[src/rtl/stdp_grad_unit_if.sv]
// Handshake-free sample/gradient bundle between the spike source, stdp_grad_unit and the optimizer.
interface stdp_grad_unit_if #(
    parameter int unsigned BATCH_LOG2 = 2
);
    localparam int unsigned CW = (BATCH_LOG2 == 0) ? 1 : BATCH_LOG2;

    logic              en;
    logic              pre_spike;
    logic              post_spike;
    logic signed [7:0] error_in;
    logic signed [7:0] grad_out;
    logic              update_spike;
    logic [7:0]        pre_trace;
    logic [CW-1:0]     batch_cnt;

    modport master (
        output en, pre_spike, post_spike, error_in,
        input  grad_out, update_spike, pre_trace, batch_cnt
    );

    modport slave (
        input  en, pre_spike, post_spike, error_in,
        output grad_out, update_spike, pre_trace, batch_cnt
    );
endinterface

[src/rtl/stdp_grad_unit.sv]
// Decaying presynaptic trace, error x trace products on post spikes, batched
// into an averaged saturated 8-bit gradient with a one-cycle update pulse.
module stdp_grad_unit #(
    parameter int unsigned DECAY_SHIFT = 2,
    parameter int unsigned TRACE_INC   = 64,
    parameter int unsigned PROD_SHIFT  = 6,
    parameter int unsigned BATCH_LOG2  = 2
) (
    input  logic            clk,
    input  logic            rst,
    stdp_grad_unit_if.slave bus
);
    localparam int unsigned CW = (BATCH_LOG2 == 0) ? 1 : BATCH_LOG2;

    logic [7:0]         trace_q;
    logic signed [15:0] prod_q;
    logic               p1_valid_q;
    logic signed [15:0] acc_q;
    logic [CW-1:0]      cnt_q;
    logic signed [7:0]  grad_q;
    logic               upd_q;

    logic [7:0]         dec_c;
    logic [8:0]         inc_c;
    logic [7:0]         trace_nxt_c;
    logic signed [15:0] prod_c;
    logic signed [15:0] term_c;
    logic signed [16:0] sum_wide_c;
    logic signed [15:0] sum_c;
    logic signed [15:0] avg_c;
    logic signed [7:0]  grad_c;
    logic               last_c;

    // Trace decay with a floor to zero, then a saturating 9-bit increment
    always_comb begin
        dec_c = 8'd0;
        if ({1'b0, trace_q} >= 9'(2 ** DECAY_SHIFT))
            dec_c = trace_q - (trace_q >> DECAY_SHIFT);
        inc_c       = {1'b0, dec_c} + 9'(TRACE_INC);
        trace_nxt_c = dec_c;
        if (bus.pre_spike)
            trace_nxt_c = inc_c[8] ? 8'hFF : inc_c[7:0];
    end

    assign prod_c = $signed({{8{bus.error_in[7]}}, bus.error_in}) * $signed({8'd0, trace_q});

    // Accumulate with 16-bit saturation, average and clamp to 8 bits
    always_comb begin
        term_c     = prod_q >>> PROD_SHIFT;
        sum_wide_c = {acc_q[15], acc_q} + {term_c[15], term_c};
        sum_c      = sum_wide_c[15:0];
        if (sum_wide_c[16] != sum_wide_c[15])
            sum_c = sum_wide_c[16] ? 16'sh8000 : 16'sh7FFF;
        avg_c  = sum_c >>> BATCH_LOG2;
        grad_c = avg_c[7:0];
        if (avg_c > 16'sd127)
            grad_c = 8'sh7F;
        else if (avg_c < -16'sd128)
            grad_c = 8'sh80;
        last_c = (cnt_q == CW'(2 ** BATCH_LOG2 - 1));
    end

    always_ff @(posedge clk or posedge rst) begin
        if (rst) begin
            trace_q    <= 8'd0;
            prod_q     <= 16'sd0;
            p1_valid_q <= 1'b0;
        end else begin
            if (bus.en)
                trace_q <= trace_nxt_c;
            p1_valid_q <= bus.en && bus.post_spike;
            if (bus.en && bus.post_spike)
                prod_q <= prod_c;
        end
    end

    // Stage 2 drains regardless of en so a captured sample is never lost
    always_ff @(posedge clk or posedge rst) begin
        if (rst) begin
            acc_q  <= 16'sd0;
            cnt_q  <= '0;
            grad_q <= 8'sd0;
            upd_q  <= 1'b0;
        end else begin
            upd_q <= 1'b0;
            if (p1_valid_q) begin
                if (last_c) begin
                    grad_q <= grad_c;
                    upd_q  <= 1'b1;
                    acc_q  <= 16'sd0;
                    cnt_q  <= '0;
                end else begin
                    acc_q <= sum_c;
                    cnt_q <= cnt_q + CW'(1);
                end
            end
        end
    end

    assign bus.pre_trace    = trace_q;
    assign bus.grad_out     = grad_q;
    assign bus.update_spike = upd_q;
    assign bus.batch_cnt    = cnt_q;
endmodule

[src/flat_wrapper.sv]
// flat-port wrapper written by rule: the top's interface ports become plain ports
module stdp_grad_unit_flat 
#(
    parameter int unsigned DECAY_SHIFT = 2,
    parameter int unsigned TRACE_INC   = 64,
    parameter int unsigned PROD_SHIFT  = 6,
    parameter int unsigned BATCH_LOG2  = 2
)
  (clk, rst, bus_en, bus_pre_spike, bus_post_spike, bus_error_in, bus_grad_out, bus_update_spike, bus_pre_trace, bus_batch_cnt);
  stdp_grad_unit_if #(.BATCH_LOG2(BATCH_LOG2)) bus_i ();
  input  logic clk;
  input  logic rst;
  input wire logic [$bits(bus_i.en)-1:0] bus_en;
  input wire logic [$bits(bus_i.pre_spike)-1:0] bus_pre_spike;
  input wire logic [$bits(bus_i.post_spike)-1:0] bus_post_spike;
  input wire logic [$bits(bus_i.error_in)-1:0] bus_error_in;
  output wire logic [$bits(bus_i.grad_out)-1:0] bus_grad_out;
  output wire logic [$bits(bus_i.update_spike)-1:0] bus_update_spike;
  output wire logic [$bits(bus_i.pre_trace)-1:0] bus_pre_trace;
  output wire logic [$bits(bus_i.batch_cnt)-1:0] bus_batch_cnt;
  assign bus_i.en = bus_en;
  assign bus_i.pre_spike = bus_pre_spike;
  assign bus_i.post_spike = bus_post_spike;
  assign bus_i.error_in = bus_error_in;
  assign bus_grad_out = bus_i.grad_out;
  assign bus_update_spike = bus_i.update_spike;
  assign bus_pre_trace = bus_i.pre_trace;
  assign bus_batch_cnt = bus_i.batch_cnt;
  stdp_grad_unit #(.DECAY_SHIFT(DECAY_SHIFT), .TRACE_INC(TRACE_INC), .PROD_SHIFT(PROD_SHIFT), .BATCH_LOG2(BATCH_LOG2)) u_core (.clk(clk), .rst(rst), .bus(bus_i));
endmodule
[config.mk]
export PLATFORM = sky130hd
export DESIGN_NAME = stdp_grad_unit_flat
export DESIGN_NICKNAME = d
export VERILOG_FILES = /design/src/rtl/stdp_grad_unit_if.sv /design/src/rtl/stdp_grad_unit.sv /design/src/flat_wrapper.sv
export SDC_FILE = /design/constraint.sdc
export NUM_CORES = 1
export LEC_CHECK = 0
export ABC_AREA = 1
export ABC_CLOCK_PERIOD_IN_PS = 5330
export CAP_MARGIN = 20
export CORE_MARGIN = 2
export CORE_UTILIZATION = 42
export DETAILED_ROUTE_END_ITERATION = 10
export SYNTH_ARGS = -nofsm -noshare
export SYNTH_HDL_FRONTEND = slang
export SYNTH_SLANG_ARGS = --single-unit
[constraint.sdc]
create_clock -name clk -period 5.33 [get_ports clk]
set_input_delay 1.599 -clock clk [delete_from_list [all_inputs] [get_ports clk]]
set_output_delay 1.599 -clock clk [all_outputs]
set_load 0.005 [all_outputs]
## Yosys cells after proc, flatten, opt, wreduce, memory -nomap -nowiden

Index checks and enable logic that the tools add are counted.

- Add/subtract/negate cells: 4
- Eq/ne operators: 2
- Order comparisons: 3
- Reduce and logical (&&, ||, !) cells: 2
- Multiplexer cells: 11
- $mul: 1

Operator list:

| cell | count |
|---|---|
| $mux W16 | 3 |
| $mux W8 | 5 |
| $add A16 B10 Y17 | 1 |
| $mul A8 B9 Y16 | 1 |
| $gt A14 B8 Y1 const B | 1 |
| $lt A14 B8 Y1 const B | 1 |
| $add A8 B7 Y9 const B | 1 |
| $ge A8 B3 Y1 const B | 1 |
| $sub A8 B6 Y8 | 1 |
| $add A2 B1 Y2 const B | 1 |
| $eq A2 B2 Y1 const B | 1 |
| $mux W1 | 2 |
| $mux W2 | 1 |
| $reduce_and A2 Y1 | 1 |
| $logic_and A1 B1 Y1 | 1 |
| $ne A1 B1 Y1 | 1 |

- Logic and storage cells: 30
- Register bits after elaboration: 52
- Input port bits: 13

## Depth between registers and ports, before layout

Gate-level depths: netlist (run 1).

- Depth in word-level cells: 6
- Depth in mapped cells: 22
- Depth with buffers taken out: 22

## Worst setup path after synthesis (run 1)

No wires, ideal clock.

- Kind: input port to flip-flop
- Start point: in bus_error_in[6]
- End point: reg u_core.prod_q[14]
- Arrival time: 5.419 ns
- Stages: 17
- Library setup time: 0.083 ns
- Path buffers: 1
- Setup slack: -0.171 ns
- Required time: 5.247 ns
- Cells stage by stage: clkbuf_1 -> nand2_1 -> fa_1 -> fa_1 -> inv_1 -> fa_1 -> inv_1 -> fa_1 -> inv_1 -> ha_1 -> a21oi_1 -> o21a_1 -> o21ai_0 -> a21boi_0 -> o21ai_0 -> xnor2_1 -> o21ai_0

- Cells in the longest elaborated chain, start to end: 1

Ends and longest elaborated chain:

| element | RTL line | source |
|---|---|---|
| start: declaration | flat_wrapper.sv:16 | `input wire logic [$bits(bus_i.error_in)-1:0] bus_error_in;` |
| $mul A8 B9 Y16 | stdp_grad_unit.sv:45 | `assign prod_c = $signed({{8{bus.error_in[7]}}, bus.error_in}) * $signed({8'd0, trace_q});` |
| end signal: assignment | stdp_grad_unit.sv:73 | `prod_q <= prod_c;` |
| end: declaration | stdp_grad_unit.sv:16 | `logic signed [15:0] prod_q;` |

Every way passes these cells.
A chain may end at the register's enable or synchronous reset.

## Worst setup path after layout (run 1)

- Start point: in bus_error_in[0]
- End point: reg u_core.prod_q[12]

Same word-level chain as after synthesis.

==> summary.md, run 1 <==
| Metric | Value |
|---|---|
| Outcome | `complete, no violations` |
| Compound-Gate Fraction of Synth Area | `8.79%` |
| WP buf/inv | `5` |
| Vias per cell | `4.78` |
| TritonRoute pass-1 iters | `4` |
| Critical path capture point type | `flip-flop` |
| Yosys warnings | `0` |
| Multiplexer area fraction after synthesis | `0%` |
| Fin nets | `921` |
| Post-Synth Simple-Gate Area | `25.3%` |
| Delay of the slowest cell on the worst path | `0.53 ns` |
| Syn_area_per_cell | `7.01 um^2` |
| Die area | `13600 um^2` |
| Synth Area in Adders | `28.4%` |
| Met3 wire len | `327 um` |
| Routed Antenna Nets | `0` |
| Min cycle time layout | `5.15 ns` |
| Share of the synthesized area in the top cell type | `21.6%` |
| Final slew viol count | `0` |
| CTS Sinks | `46` |
| Crit path kind | `in2reg` |
| CTS Root Cell | `clkbuf_16` |
| Overflow after GRT | `0` |
| Largest net degree at the start of global routing | `47` |
| Core Region | `12500 um^2` |
| Critical Path AT | `5.31 ns` |
| Worst Path Max Fanout | `7` |
| Initial core utilization | `42.6%` |
| Wire per inst | `12.4 um` |
| Wl on met1 | `5.50 mm` |
| HP Class | `reg2reg` |
| Top Metal Used | `met4` |
| Post-Syn Area | `5340 um^2` |
| Max Clock Skew | `0.00745 ns` |
| CTS buffer count | `5` |
| Routability cong. | `0.924` |
| Critical Path Start | `bus_error_in[0]` |
| Placement row count | `41` |
| DP Wirelength | `9.92 mm` |
| DP Cell Count | `973` |
| Hold WS | `0.476 ns` |
| RSZ-0062 raised after global routing | `no` |
| Worst-margin pin slew | `0.592 ns` |
| DRT iter0 DRCs | `134` |
| Final instance area | `6210 um^2` |
| Synth Net Count | `873` |
| TritonCTS clock tree | `built` |
| Vias in the first global route | `4751` |
| Seq cells post-synth | `46` |
| Max cap viols | `0` |
| CP Cell Sequence | `dlygate4sd2_1, nand2_1, fa_1, fa_1, inv_1, fa_1, inv_1, fa_1, inv_1, ha_4, a21oi_2, o21a_1, o21ai_2, a21boi_2, buf_4, xor2_1, o21ai_0` |
| Antenna Cells | `0` |
| IO Port Bufs | `31` |
| Slew margin rel. | `60.3%` |
| Fin crit share | `96.7%` |
| Vias | `4695` |
| Startpoint Class | `input pin` |
| Slowest CP cell | `fa_1` |
| Largest family of logic cells by synthesized area | `adder cells` |
| Max Freq | `194 MHz` |
| Die Height | `117 um` |
| Drc violations | `0` |
| Placed Area | `6000 um^2` |
| Reg2Reg Launch Point | `u_core.bus.pre_trace[1]` |
| Final setup viols | `0` |
| Clk_lat worst skew | `0.29 ns` |
| Die width | `117 um` |
| Met2 routed WL | `6.04 mm` |
| First-pass GRT wire length | `21.0 mm` |
| Crit path required time | `5.48 ns` |
| Multi-input gate area | `3550 um^2` |
| Area leader, netlist | `dfrtp_1` |
| Cell class contributing the biggest share of worst-path delay | `adder cells` |
| Share of the yosys chip area belonging to registers | `21.6%` |
| Xor-xnor portion of the synthesized cell area | `2.63%` |
| Netlist cell types | `33` |
| I/O pins | `32` |
| Layout cell share with drive strength beyond 1 | `8.27%` |
| H-tree Lvls | `2` |
| HP Start | `u_core.bus.grad_out[0]` |
| Reg area | `1150 um^2` |
| Total Wirelength | `12.2 mm` |
| Total GRT Usage | `19.2%` |
| Synth-to-layout area growth | `16.4%` |
| Clk slew on worst S/H paths | `0.07 ns` |
| Most used cell, CP | `fa_1` |
| Initial antenna violation count | `0` |
| Final Hold Viols | `0` |
| Gate count of the mapped netlist | `761` |
| Top post-synthesis cells by area | `dfrtp_1, nand2_1, ha_1, fa_1, inv_1` |
| Post-CTS Setup Inserts | `0` |
| Max clock buf depth | `2` |
| Post-Layout Cell Count | `982` |
| Fill count | `1254` |
## layout by cell type (no fill, tap or decap), drive strengths merged, types with 4 or more instances in the layout
cell type and n:
clkbuf 11, a22oi 4, nand4 5, o21ai 37
xor2 8, dfrtp 46, inv 170, a21oi 28
a32o 4, buf 29, ha 62, nand3 39
nor2 36, or2 5, nand2 238, fa 37
xnor2 8, clkdlybuf4s50 23
## path summary, 6_finish.rpt
kind	end	slack, ns	depth (start not counted)
worst max-delay path	u_core.prod_q[12]	0.18	17
worst min-delay path	u_core.bus.grad_out[0]	0.48	2
min in group asynchronous	u_core.bus.pre_trace[7]	1.55	2
worst min register to register	u_core.bus.grad_out[0]	0.48	2
worst max register to register	u_core.prod_q[12]	1.03	16
max in group asynchronous	u_core.prod_q[8]	3.32	3
## cell usage after synthesis
cell type    n
a31oi_1      2
nor2_1      36
o21a_1       1
nand2_2      5
o31ai_1      1
nand4_1      5
nand3_1     38
a32o_1       4
and3_1       2
nand2_1    233
buf_2        1
fa_1        37
xnor2_1      8
o21ai_0     37
a22oi_1      4
dfrtp_1     46
clkbuf_1    18
inv_1      169
a21oi_4      1
or2_1        1
o21bai_1     1
and2_1       2
ha_1        62
nor4_1       1
a21oi_1     27
nand3_4      1
a21boi_0     1
clkinv_1     1
o22ai_1      2
or2_2        4
xor2_1       8
nor3_1       1
a21o_1       1
## final cells by class
cell class | count | area share [%]
Multi-Input combinational cell | 526 | 57.1
Sequential cell | 46 | 18.5
Inverter | 170 | 10.3
Timing Repair Buffer | 60 | 8.18
Tap cell | 172 | 3.46
Clock buffer | 5 | 2.01
Clock inverter | 3 | 0.403
## registers in the layout, indices dropped and copies added (netlist names)
name and count:
u_core.p1_valid_q 1, u_core.bus.grad_out 8, u_core.prod_q 10, u_core.bus.update_spike 1, u_core.acc_q 16, u_core.bus.pre_trace 8
u_core.bus.batch_cnt 2
## worst register-to-register path: cells and delay by family (launching register included)
kind | cells | cell delay [ns]
compound gates | 5 | 0.58
buf+inv | 4 | 0.30
simple gates | 1 | 0.14
fa+ha+maj | 5 | 2.40
xor+xnor | 1 | 0.12
flops | 1 | 0.62
## routing by layer
| metal | vias up | track usage, % |
|---|---|---|
| li1 | 2419 | - |
| met1 | 2192 | 23.5 |
| met2 | 66 | 34.9 |
| met3 | 18 | 2.91 |
| met4 | 0 | 5.80 |
| met5 | - | 0 |
## cells by family (layout without fill, tap and decap cells)
family	Yosys count	in the layout
simple gates	329	329
fa+ha+maj	99	99
compound gates	82	82
xor+xnor	16	16
buf+inv	189	238
flops	46	46
## per-stage QoR
step                util, %  setup slack, ns  setup TNS, ns
floorplan                 -          0.00517              0
global placement       47.9           -0.524          -3.29
detailed placement     47.9           -0.642          -4.18
CTS                    49.3          0.00813              0
global route           49.6           0.0200              0
finish                 49.6            0.176              0
## repair_timing
action,in CTS,in global routing
hold buffers,0,0
gates resized for setup,16,18
pin swaps,3,7
endpoints found under the hold margin,0,0
endpoints found under the setup margin,7,6
Power of run 1 is left out: the tool's default activity adds up to more than one toggle a clock period on the data nets, which glitch-free logic cannot reach.
==> run 2, diff against run 1 <==
ABC_AREA = unset   (was 1)
CAP_MARGIN = 10   (was 20)
==> summary.md, run 2 <==
| Metric | Value |
|---|---|
| Worst-margin pin slew | `0.933 ns` |
| Die width | `115 um` |
| Critical Path AT | `5.38 ns` |
| Layout cell share with drive strength beyond 1 | `17.9%` |
| Seq cells post-synth | `46` |
| Slowest CP cell | `fa_1` |
| WP buf/inv | `4` |
| Share of the synthesized area in the top cell type | `22.1%` |
| TritonRoute pass-1 iters | `4` |
| DP Wirelength | `9.14 mm` |
| Most frequent cells in the layout | `inv_1, ha_1, nand2_1, dfrtp_1, buf_4` |
| CTS Sinks | `46` |
| IO Port Bufs | `31` |
| Final Hold Viols | `0` |
| Post-Syn Area | `5210 um^2` |
| CTS Root Cell | `clkbuf_16` |
| Crit path kind | `in2reg` |
| Most flops, register | `u_core.acc_q` |
| Commonest non-fill, non-tap cell in the layout | `inv_1` |
| Cell class contributing the biggest share of worst-path delay | `adder cells` |
| Fill count | `1155` |
| Core Region | `12100 um^2` |
| Clk_lat worst skew | `0.29 ns` |
| CTS buffer count | `5` |
| Wire per inst | `14.1 um` |
| PnR worst setup slack | `0.117 ns` |
| Crit path required time | `5.50 ns` |
| Top flop regs | `u_core.acc_q (16), u_core.prod_q (10)` |
| Synth-to-layout area growth | `18.3%` |
| Most used cell, CP | `fa_1` |
| Die Height | `115 um` |
| Post-synth top cells | `inv_1, ha_1, nand2_1` |
| DRT iter0 DRCs | `145` |
| Xor-xnor portion of the synthesized cell area | `4.01%` |
| Total GRT Usage | `17.7%` |
| Largest family of logic cells by synthesized area | `adder cells` |
| Post-Layout Cell Count | `801` |
| Netlist cell types | `67` |
| Compound-Gate Fraction of Synth Area | `17.6%` |
| Busiest grt layer | `met2` |
| CP Cell Sequence | `buf_4, clkinvlp_4, nor2_4, fa_1, fa_1, fa_1, inv_1, fa_1, inv_2, ha_4, or3_4, o21ai_4, o31ai_4, o41ai_2, xnor2_1, a21oi_1` |
| Fin crit share | `97.8%` |
| Drc violations | `0` |
| Post-synth top flop | `dfrtp_1` |
| Largest net degree at the start of global routing | `47` |
| Top-count cell post-synth | `inv_1` |
| Max Clock Skew | `0.00703 ns` |
| Hold WS | `0.485 ns` |
| Area leader, netlist | `dfrtp_1` |
| First-pass GRT wire length | `19.1 mm` |
| Routability cong. | `0.854` |
| Multiplexer area fraction after synthesis | `1.92%` |
| FFs w/ async S/R, synth | `100%` |
| M2 GR Usage | `30.7%` |
| DP Cell Count | `791` |
| Vias per cell | `5.08` |
| Die area | `13300 um^2` |
| Clk slew on worst S/H paths | `0.07 ns` |
| Placement row count | `40` |
| I/O pins | `32` |
| Max Freq | `192 MHz` |
| Initial core utilization | `43.2%` |
| Worst Path Max Fanout | `4` |
| Max clock buf depth | `2` |
| Largest register FFs | `16` |
| Delay of the slowest cell on the worst path | `0.57 ns` |
| Top post-synthesis cells by area | `dfrtp_1, ha_1, fa_1, inv_1, and2_1` |
| HP Class | `reg2reg` |
| Critical path capture point type | `flip-flop` |
| Vias in the first global route | `4033` |
| Overflow after GRT | `0` |
| Yosys warnings | `0` |
| Final setup viols | `0` |
| Routed Antenna Nets | `0` |
| Startpoint Class | `input pin` |
| Vias | `4071` |
| Post-Synth Simple-Gate Area | `16.7%` |
| Antenna Cells | `0` |
| Syn_area_per_cell | `9.02 um^2` |
| Placement Setup Slack | `-0.740 ns` |
| Final slew viol count | `0` |
| Met3 Usage GRT | `2.48%` |
| Gate count of the mapped netlist | `578` |
| TritonCTS clock tree | `built` |
| Outcome | `complete, no violations` |
| Total Wirelength | `11.3 mm` |
| Min cycle time layout | `5.21 ns` |
| Synth Net Count | `690` |
| Initial antenna violation count | `0` |
| M1 GR Usage | `23.8%` |
| Fin nets | `744` |
| H-tree Lvls | `2` |
| Share of the yosys chip area belonging to registers | `22.1%` |
| Synth Area in Adders | `29.1%` |
| Slew margin rel. | `37.7%` |
| Max cap viols | `0` |
| Post-synth EDFFs | `0` |
==> run 2: changes by cell type after synthesis, moves of 9 or more <==
cell,change
o22ai_1,+10
inv_1,-70
nand3_1,-33
and2_1,+36
o31ai_1,+9
nand2_1,-185
a21oi_1,-13
o21ai_0,-19
a21o_1,+9
nor4_1,+9
clkbuf_1,-9
==> run 2: final timing paths <==
| kind | depth (start not counted) | slack [ns] | to | from |
|---|---|---|---|---|
| setup reg to reg | 15 | 0.83 | u_core.prod_q[15] | u_core.bus.pre_trace[2] |
| setup / recovery | 16 | 0.12 | u_core.prod_q[15] | bus_error_in[7] |
| max in group asynchronous | 2 | 2.90 | u_core.acc_q[10] | rst |
| min in group asynchronous | 2 | 1.84 | u_core.bus.pre_trace[6] | rst |
| hold reg to reg | 2 | 0.49 | u_core.bus.grad_out[4] | u_core.bus.grad_out[4] |
| hold / removal | 2 | 0.49 | u_core.bus.grad_out[4] | u_core.bus.grad_out[4] |
==> run 2: cell type report <==
class / count / area (um^2) / share of cell area, %
inverter: 99 / 375 / 6.09
multi-input combinational: 418 / 3760 / 61.0
sequential: 46 / 1150 / 18.7
tap: 168 / 210 / 3.41
clock inverter: 3 / 23.8 / 0.385
clock buffer: 5 / 125 / 2.03
timing repair buffer: 62 / 517 / 8.38
==> run 2: kinds of logic (layout without fill, tap and decap cells) <==
kind of cell	after synthesis	after routing
AOI/OAI and AO/OA	118	118
xor gates and xnor gates	23	23
adders and majority gates	99	99
buffers and inverters	114	169
DFF	46	46
muxes	9	9
and+or+nand+nor	169	169
==> run 2: stage by stage <==
| step | setup TNS (ns) | util [%] | area, um^2 |
|---|---|---|---|
| after floorplan | 0 | - | 5250 |
| after global placement | -4.00 | 49.0 | 5910 |
| after detailed placement | -4.61 | 49.0 | 5910 |
| after CTS | 0 | 50.4 | 6080 |
| after global routing | -0.0234 | 51.1 | 6170 |
| final | 0 | 51.1 | 6170 |
==> run 2: repair_timing <==
action,CTS,global route
hold buffers,0,0
endpoints found under the setup margin,7,5
pin swaps,13,24
resized for setup,36,34
cloned,0,0
setup buffers,1,2
==> run 2: routing by layer <==
| metal | up-vias | share of wire, % | wire length (um) |
|---|---|---|---|
| met2 | 51 | 49 | 5580 |
| met5 | - | 0 | 0 |
| met4 | 0 | 0.75 | 85 |
| li1 | 2045 | - | - |
| met1 | 1965 | 48 | 5380 |
| met3 | 10 | 2.3 | 261 |
==> run 2: worst reg2reg max path: cells and delay by family, from the launching register on <==
family,cells,cell delay [ns]
compound gates,4,0.61
flops,1,0.70
xor+xnor,1,0.16
simple gates,2,0.51
buf+inv,3,0.18
fa+ha+maj,5,2.20
Power of run 2 is left out for the same reason.
